===== src/rtl/add_round_key.sv =====
// AES AddRoundKey stage: XORs each state with the round key chosen by its round tag.
// Two register stages, one state per cycle, in_ready drops combinationally on output stall.
module add_round_key #(
  parameter int NUM_ROUNDS = 10
) (
  input  logic         clk,
  input  logic         rst,
  input  logic         key_wr_en,
  input  logic [3:0]   key_wr_idx,
  input  logic [127:0] key_wr_data,
  input  logic         in_valid,
  output logic         in_ready,
  input  logic [127:0] in_data,
  input  logic [3:0]   in_round,
  output logic         out_valid,
  input  logic         out_ready,
  output logic [127:0] out_data,
  output logic [3:0]   out_round,
  output logic         out_last,
  output logic         out_err
);

  localparam int NK = NUM_ROUNDS + 1;

  logic [NK-1:0][127:0] key_bank;
  logic [NK-1:0]        key_written;

  logic         adv;
  logic         accept;
  logic [127:0] sel_key;
  logic         sel_written;

  logic         s1_vld;
  logic [127:0] s1_dat;
  logic [127:0] s1_key;
  logic [3:0]   s1_round;
  logic         s1_err;

  assign adv      = !out_valid || out_ready;
  assign in_ready = adv && !rst;
  assign accept   = in_valid && in_ready;

  // An index beyond the bank never matches, so it reads as an unwritten all-zero key.
  always_comb begin
    sel_key     = '0;
    sel_written = 1'b0;
    for (int i = 0; i < NK; i++) begin
      if (in_round == 4'(i)) begin
        sel_key     = key_bank[i];
        sel_written = key_written[i];
      end
    end
  end

  always_ff @(posedge clk or posedge rst) begin
    if (rst) begin
      key_bank    <= '0;
      key_written <= '0;
    end else if (key_wr_en) begin
      for (int i = 0; i < NK; i++) begin
        if (key_wr_idx == 4'(i)) begin
          key_bank[i]    <= key_wr_data;
          key_written[i] <= 1'b1;
        end
      end
    end
  end

  // The key is snapshotted into S1 so later bank writes cannot disturb in-flight states.
  always_ff @(posedge clk or posedge rst) begin
    if (rst) begin
      s1_vld    <= 1'b0;
      s1_dat    <= '0;
      s1_key    <= '0;
      s1_round  <= '0;
      s1_err    <= 1'b0;
      out_valid <= 1'b0;
      out_data  <= '0;
      out_round <= '0;
      out_last  <= 1'b0;
      out_err   <= 1'b0;
    end else if (adv) begin
      out_valid <= s1_vld;
      if (s1_vld) begin
        out_data  <= s1_dat ^ s1_key;
        out_round <= s1_round;
        out_last  <= (s1_round == 4'(NUM_ROUNDS));
        out_err   <= s1_err;
      end
      s1_vld <= accept;
      if (accept) begin
        s1_dat   <= in_data;
        s1_key   <= sel_key;
        s1_round <= in_round;
        s1_err   <= !sel_written;
      end
    end
  end

endmodule


===== config.mk =====
export PLATFORM = sky130hd
export DESIGN_NAME = add_round_key
export DESIGN_NICKNAME = d
export VERILOG_FILES = /design/src/rtl/add_round_key.sv
export SDC_FILE = /design/constraint.sdc
export NUM_CORES = 2
export LEC_CHECK = 0
export BUFFER_PORTS_ARGS = -buffer_cell sky130_fd_sc_hd__buf_2
export CELL_PAD_IN_SITES_DETAIL_PLACEMENT = 0
export CELL_PAD_IN_SITES_GLOBAL_PLACEMENT = 1
export CORE_UTILIZATION = 45
export DETAILED_ROUTE_END_ITERATION = 10
export PLACE_DENSITY = 0.75
export SKIP_LAST_GASP = 1
export SLEW_MARGIN = 10
export SYNTH_ARGS = -nofsm -noshare
export SYNTH_HDL_FRONTEND = slang
export SYNTH_SLANG_ARGS = --single-unit

===== constraint.sdc =====
create_clock -name clk -period 146.4 [get_ports clk]
set_input_delay 7.32 -clock clk [delete_from_list [all_inputs] [get_ports clk]]
set_output_delay 7.32 -clock clk [all_outputs]
set_load 0.005 [all_outputs]

# Word level (Yosys, flattened, before mapping)
# Cells that the tools add are included.
[word_totals]
ff_bits = 1816
latchBits = 0
ram_bits = 0
romBits = 0
input_bits = 269
output_inout_bits = 136
word_cells = 97
mem_count = 0
[classes]
n_addsub = 0
mul = 0
n_div = 0
magnitude_cmp = 0
n_eq_ne = 21
shifts = 0
mux = 22
n_bitwise = 1
reduce_logical = 21
[ops]
columns = ["op", "count"]
rows = [
  ["2-to-1 mux 128 bit", 11],
  ["bitwise XOR 128 bit", 1],
  ["equality test 4 x 3 -> 1 bit, second input constant", 8],
  ["equality test 4 bit, second input constant", 7],
  ["AND reduction 2 bit", 13],
  ["equality test 4 x 2 -> 1 bit, second input constant", 4],
  ["2-to-1 mux 1 bit", 11],
  ["equality test 4 x 1 -> 1 bit, second input constant", 2],
  ["zero test 4 bit", 2],
  ["zero test 1 bit", 3],
  ["logical AND 1 bit", 2],
  ["logical OR 1 bit", 1],
]

# Depth between registers and ports, before layout
[logic_depth]
word_depth = 13
mapped_depth = 10
depth_no_buf = 5

# Worst setup path before layout
# No wires, ideal clock.
[synth_timing]
kind = "input to output"
start = "input port out_ready"
end = "output port in_ready"
t_arrival_ns = 7.676
t_required_ns = 139.080
setup_slack_ns = 131.404
cell_stages = 2
n_path_buf = 0
cell_sequence = "nor2b_1 -> nor2_1"
[synth_between]
elab_chain_len = 2
[synth_lines]
columns = ["item", "line", "text"]
rows = [
  ["from (decl)", "16", "input logic out_ready,"],
  ["logical OR 1 bit", "39", "assign adv = !out_valid || out_ready;"],
  ["logical AND 1 bit", "40", "assign in_ready = adv && !rst;"],
  ["to (decl)", "12", "output logic in_ready,"],
]
# No other way between the ends.

# Worst setup path after layout
# Same ends and word-level chain as after synthesis.

==> metrics.txt <==
# TYPE chip_impl_metric gauge
chip_impl_metric{name="gp_routability_congestion",unit=""} 0.782
chip_impl_metric{name="tritoncts.num_buffers",unit=""} 194
chip_impl_metric{name="first_global_vias",unit=""} 56200
chip_impl_info{name="tritoncts",value="done"} 1
chip_impl_info{name="post-synth-top-area-cell",value="sky130_fd_sc_hd__dfrtp_1"} 1
chip_impl_metric{name="timing.final.setup_violations",unit=""} 0
chip_impl_metric{name="critical_path.max_fanout",unit=""} 7
chip_impl_metric{name="clock_latency",unit="ns"} 0.84
chip_impl_metric{name="cp.required",unit="ns"} 139.08
chip_impl_info{name="hold_path_class",value="reg -> reg"} 1
chip_impl_metric{name="synth_async_sr_flop_share",unit="%"} 100
chip_impl_info{name="worst_r2r_start",value="out_valid"} 1
chip_impl_metric{name="yosys-mux-area-fraction",unit="%"} 22.9
chip_impl_metric{name="relSlewSlack",unit="%"} 18.9
chip_impl_metric{name="max_cap_violations",unit=""} 0
chip_impl_info{name="synth_top_family_by_area",value="multiplexers"} 1
chip_impl_metric{name="seq_area_frac_synth",unit="%"} 55.6
chip_impl_metric{name="p_leak",unit="µW"} 0.0403
chip_impl_metric{name="r2r_cells",unit=""} 9
chip_impl_metric{name="layout-drive-gt1-share",unit="%"} 34.7
chip_impl_metric{name="drt_iter0_drc",unit=""} 4247
chip_impl_metric{name="core_area",unit="µm²"} 181000
chip_impl_info{name="worst_setup_path_endpoint",value="in_ready"} 1
chip_impl_metric{name="timing.fmax",unit="MHz"} 64.7
chip_impl_info{name="layout_common_cells",value="sky130_fd_sc_hd__dfrtp_1, sky130_fd_sc_hd__mux2_2, sky130_fd_sc_hd__nand2_1"} 1
chip_impl_metric{name="synth.distinct_cells",unit=""} 65
chip_impl_info{name="clock_tree_root_driver_cell",value="sky130_fd_sc_hd__clkbuf_16"} 1
chip_impl_metric{name="netlist_area",unit="µm²"} 81800
chip_impl_metric{name="pin_count_of_the_biggest_net_entering_global_routing",unit=""} 184
chip_impl_metric{name="detail_route.vias_per_cell",unit=""} 5.86
chip_impl_metric{name="routed_wirelength",unit="µm"} 237000
chip_impl_metric{name="synth.ff_latch_count",unit=""} 1816
chip_impl_info{name="outcome",value="finished, final reports clean"} 1
chip_impl_metric{name="cts_resized",unit=""} 0
chip_impl_metric{name="skew",unit="ns"} 0.0396
chip_impl_metric{name="post_cts_setup_bufs",unit=""} 0
chip_impl_metric{name="starting_density_of_the_core",unit="%"} 45.3
chip_impl_info{name="regToRegEndpoint",value="s1_key[34]"} 1
chip_impl_metric{name="drt_pre_antenna_iters",unit=""} 5
chip_impl_metric{name="crit_arrival",unit="ns"} 8.13
chip_impl_metric{name="area_share_of_the_largest_cell_type_after_synthesis",unit="%"} 55.6
chip_impl_metric{name="grtUsageTotal",unit="%"} 25.8
chip_impl_metric{name="final.period_utilization",unit="%"} 10.6
chip_impl_metric{name="grt_antenna_before_repair",unit=""} 56
chip_impl_metric{name="die-width",unit="µm"} 428
chip_impl_metric{name="post_cts_hold_buffer_count",unit=""} 0
chip_impl_info{name="critPathKind",value="in -> out"} 1
chip_impl_metric{name="globalRouteOverflowTotal",unit=""} 0
chip_impl_metric{name="synth_compound_area_share",unit="%"} 9.81
chip_impl_info{name="grt_setup_unrepaired",value="no"} 1
chip_impl_info{name="ys_dominant_reg_cell",value="sky130_fd_sc_hd__dfrtp_1"} 1
chip_impl_metric{name="actual_transition_at_the_worst_max_transition_pin",unit="ns"} 1.21
chip_impl_metric{name="global_route_wire_length_before_repair",unit="µm"} 361000
chip_impl_metric{name="drtAntennaViolNets",unit=""} 0
chip_impl_metric{name="synthesis.instances",unit=""} 6731
chip_impl_metric{name="final_net_count",unit=""} 7054
chip_impl_metric{name="fillCellCount",unit=""} 15800
chip_impl_metric{name="synth_simple_gate_area_share",unit="%"} 6.82
chip_impl_metric{name="dr_total_vias",unit=""} 54600
chip_impl_metric{name="clkSinkCount",unit=""} 1816
chip_impl_metric{name="routedWlPerCell",unit="µm"} 25.4
chip_impl_metric{name="cts.clk_slew.worst_paths",unit="ns"} 0.06
chip_impl_metric{name="die_h",unit="µm"} 428
chip_impl_metric{name="portBuffers",unit=""} 404
chip_impl_metric{name="core.rowCount",unit=""} 156
chip_impl_metric{name="setup_total_negative_slack",unit="ns"} 0
chip_impl_metric{name="cts.htree.levels",unit=""} 4
chip_impl_metric{name="floorplan.io_pins",unit=""} 405
chip_impl_metric{name="power.density_cell_area",unit="nW/µm²"} 15.4
chip_impl_metric{name="maximum_ir_drop_on_the_vdd_rail",unit="mV"} 0.00995
chip_impl_metric{name="syn2layout_area_growth",unit="%"} 11.6
chip_impl_metric{name="cts_max_path_buffers",unit=""} 3
chip_impl_metric{name="post-route-drc-count",unit=""} 0
chip_impl_metric{name="dp.final_hpwl",unit="µm"} 129000
chip_impl_metric{name="final_util",unit="%"} 50.6
chip_impl_info{name="worst_setup_ep_type",value="output pin"} 1
chip_impl_metric{name="synthAdderAreaFrac",unit="%"} 0
chip_impl_info{name="crit_path_start_kind",value="primary input"} 1
chip_impl_metric{name="die_area",unit="µm²"} 183000
chip_impl_metric{name="synth_enable_flop_cells",unit=""} 0
chip_impl_metric{name="final_report_max_slew_violation_count",unit=""} 0
chip_impl_metric{name="postSynthNetCount",unit=""} 7000
chip_impl_metric{name="fin_crit",unit="ns"} 15.45
chip_impl_info{name="top_post_synthesis_cells_by_area",value="sky130_fd_sc_hd__dfrtp_1, sky130_fd_sc_hd__mux2_2, sky130_fd_sc_hd__o21ai_0, sky130_fd_sc_hd__nand2_1, sky130_fd_sc_hd__mux4_2"} 1
chip_impl_metric{name="ys_warn_count",unit=""} 0
chip_impl_info{name="layout.cells.most_common",value="sky130_fd_sc_hd__dfrtp_1"} 1
chip_impl_metric{name="syn-mean-instance-area",unit="µm²"} 12.1
chip_impl_metric{name="synth_xor_xnor_area_share",unit="%"} 1.37
chip_impl_metric{name="reg2reg_setup_slack",unit="ns"} 142.10
chip_impl_metric{name="timing_hold_violations_final",unit=""} 0
chip_impl_info{name="timing.critical_path.from",value="out_ready"} 1
==> metal layers <==
layer | GRT usage, % | share of wire, % | up-vias
met1 | 34.6 | 43 | 28600
met4 | 8.68 | 3.1 | 24
met3 | 4.09 | 5.5 | 439
met5 | 0 | 0.063 | -
li1 | - | - | 24000
met2 | 42.5 | 48 | 1526
==> worst min-delay path by stage <==
| stage | startpoint | end | slack, ns | depth (start not counted) |
|---|---|---|---|---|
| global placement | key_written[2] | key_written[2] | 0.44 | 1 |
| finish | key_written[7] | key_written[7] | 0.47 | 1 |
| CTS | key_written[2] | key_written[2] | 0.46 | 1 |
| global route | key_written[4] | key_written[4] | 0.48 | 1 |
| detailed placement | key_written[2] | key_written[2] | 0.45 | 1 |
| floorplan | key_written[2] | key_written[2] | 0.42 | 1 |
==> kinds of logic (layout without fill, tap and decap cells) <==
family          count (synthesis)  in the layout
compound gates               1284           1284
xor+xnor                      128            128
buf+inv                       660            859
flops                        1816           1816
mux                          1604           1604
other cells                     0             16
simple gates                 1239           1239
==> report_power, final <==
group | switching [µW] | leakage (µW) | internal (µW)
sequential | 66.9 | 0.0224 | 621
clock | 206 | 0.00303 | 274
combinational | 104 | 0.0149 | 130
total | 377 | 0.0403 | 1030
==> state kept, by name (all words and copies together) (netlist names) <==
name / cells
out_err: 1
s1_err: 1
s1_dat: 128
s1_round: 4
out_data: 128
s1_key: 128
key_bank: 1408
s1_vld: 1
key_written: 11
out_round: 4
out_last: 1
out_valid: 1
==> through the flow <==
step | hold WS [ns] | instance area, µm² | std cells | power (µW) | setup WS (ns)
after floorplan | 0.425 | 81800 | 6731 | 860 | 87.81
after detailed placement | 0.446 | 85100 | 8959 | 932 | 130.84
after global placement | 0.443 | 85100 | 8959 | 918 | 130.82
after CTS | 0.465 | 91200 | 9300 | 1420 | 130.83
after global routing | 0.476 | 91300 | 9315 | 1470 | 130.82
final | 0.466 | 91300 | 9316 | 1400 | 130.95
==> Yosys cell counts, types with 4 or more instances <==
library cell / n
sky130_fd_sc_hd__mux2i_1: 115
sky130_fd_sc_hd__o221a_2: 7
sky130_fd_sc_hd__o32ai_1: 6
sky130_fd_sc_hd__mux4_2: 71
sky130_fd_sc_hd__xnor2_1: 128
sky130_fd_sc_hd__a21o_1: 5
sky130_fd_sc_hd__nand2b_1: 73
sky130_fd_sc_hd__o22ai_1: 32
sky130_fd_sc_hd__a221oi_2: 4
sky130_fd_sc_hd__a221o_1: 69
sky130_fd_sc_hd__a2bb2oi_1: 41
sky130_fd_sc_hd__nor2_1: 165
sky130_fd_sc_hd__clkbuf_1: 395
sky130_fd_sc_hd__o21ai_1: 28
sky130_fd_sc_hd__a211oi_1: 7
sky130_fd_sc_hd__or2_2: 77
sky130_fd_sc_hd__o22a_1: 20
sky130_fd_sc_hd__a211o_1: 7
sky130_fd_sc_hd__dfrtp_1: 1816
sky130_fd_sc_hd__o221ai_1: 38
sky130_fd_sc_hd__o21ai_0: 544
sky130_fd_sc_hd__mux2_2: 1418
sky130_fd_sc_hd__a22oi_1: 12
sky130_fd_sc_hd__buf_1: 12
sky130_fd_sc_hd__a31oi_1: 102
sky130_fd_sc_hd__a22o_1: 8
sky130_fd_sc_hd__and3_1: 71
sky130_fd_sc_hd__o21a_1: 7
sky130_fd_sc_hd__nor3_1: 31
sky130_fd_sc_hd__o2bb2ai_1: 32
sky130_fd_sc_hd__buf_4: 23
sky130_fd_sc_hd__buf_2: 208
sky130_fd_sc_hd__inv_1: 15
sky130_fd_sc_hd__nand3b_1: 13
sky130_fd_sc_hd__a21oi_1: 197
sky130_fd_sc_hd__nor2_2: 4
sky130_fd_sc_hd__a32oi_1: 4
sky130_fd_sc_hd__a221oi_1: 11
sky130_fd_sc_hd__o221a_1: 9
sky130_fd_sc_hd__nor2b_1: 37
sky130_fd_sc_hd__o211ai_1: 87
sky130_fd_sc_hd__nand2_1: 724
sky130_fd_sc_hd__or3_1: 19
sky130_fd_sc_hd__buf_6: 7
==> cell type report <==
cell class	count	area (µm²)	share of cell area (%)
repair buffers	503	2930	3.21
diodes	16	40.0	0.0439
multi-input cells	4255	33700	36.9
flip-flops and latches	1816	45400	49.8
clock inverters	55	602	0.659
well taps	2370	2970	3.25
clock buffers	286	5570	6.10
inverters	15	66.3	0.0727
==> critical path, cell delays in order <==
cell                      delay, ns
sky130_fd_sc_hd__buf_2         0.10
sky130_fd_sc_hd__nor2b_1       0.24
sky130_fd_sc_hd__buf_4         0.27
sky130_fd_sc_hd__nor2_1        0.06
sky130_fd_sc_hd__buf_2         0.13
No activity file was read; power rests on OpenSTA's default activity.
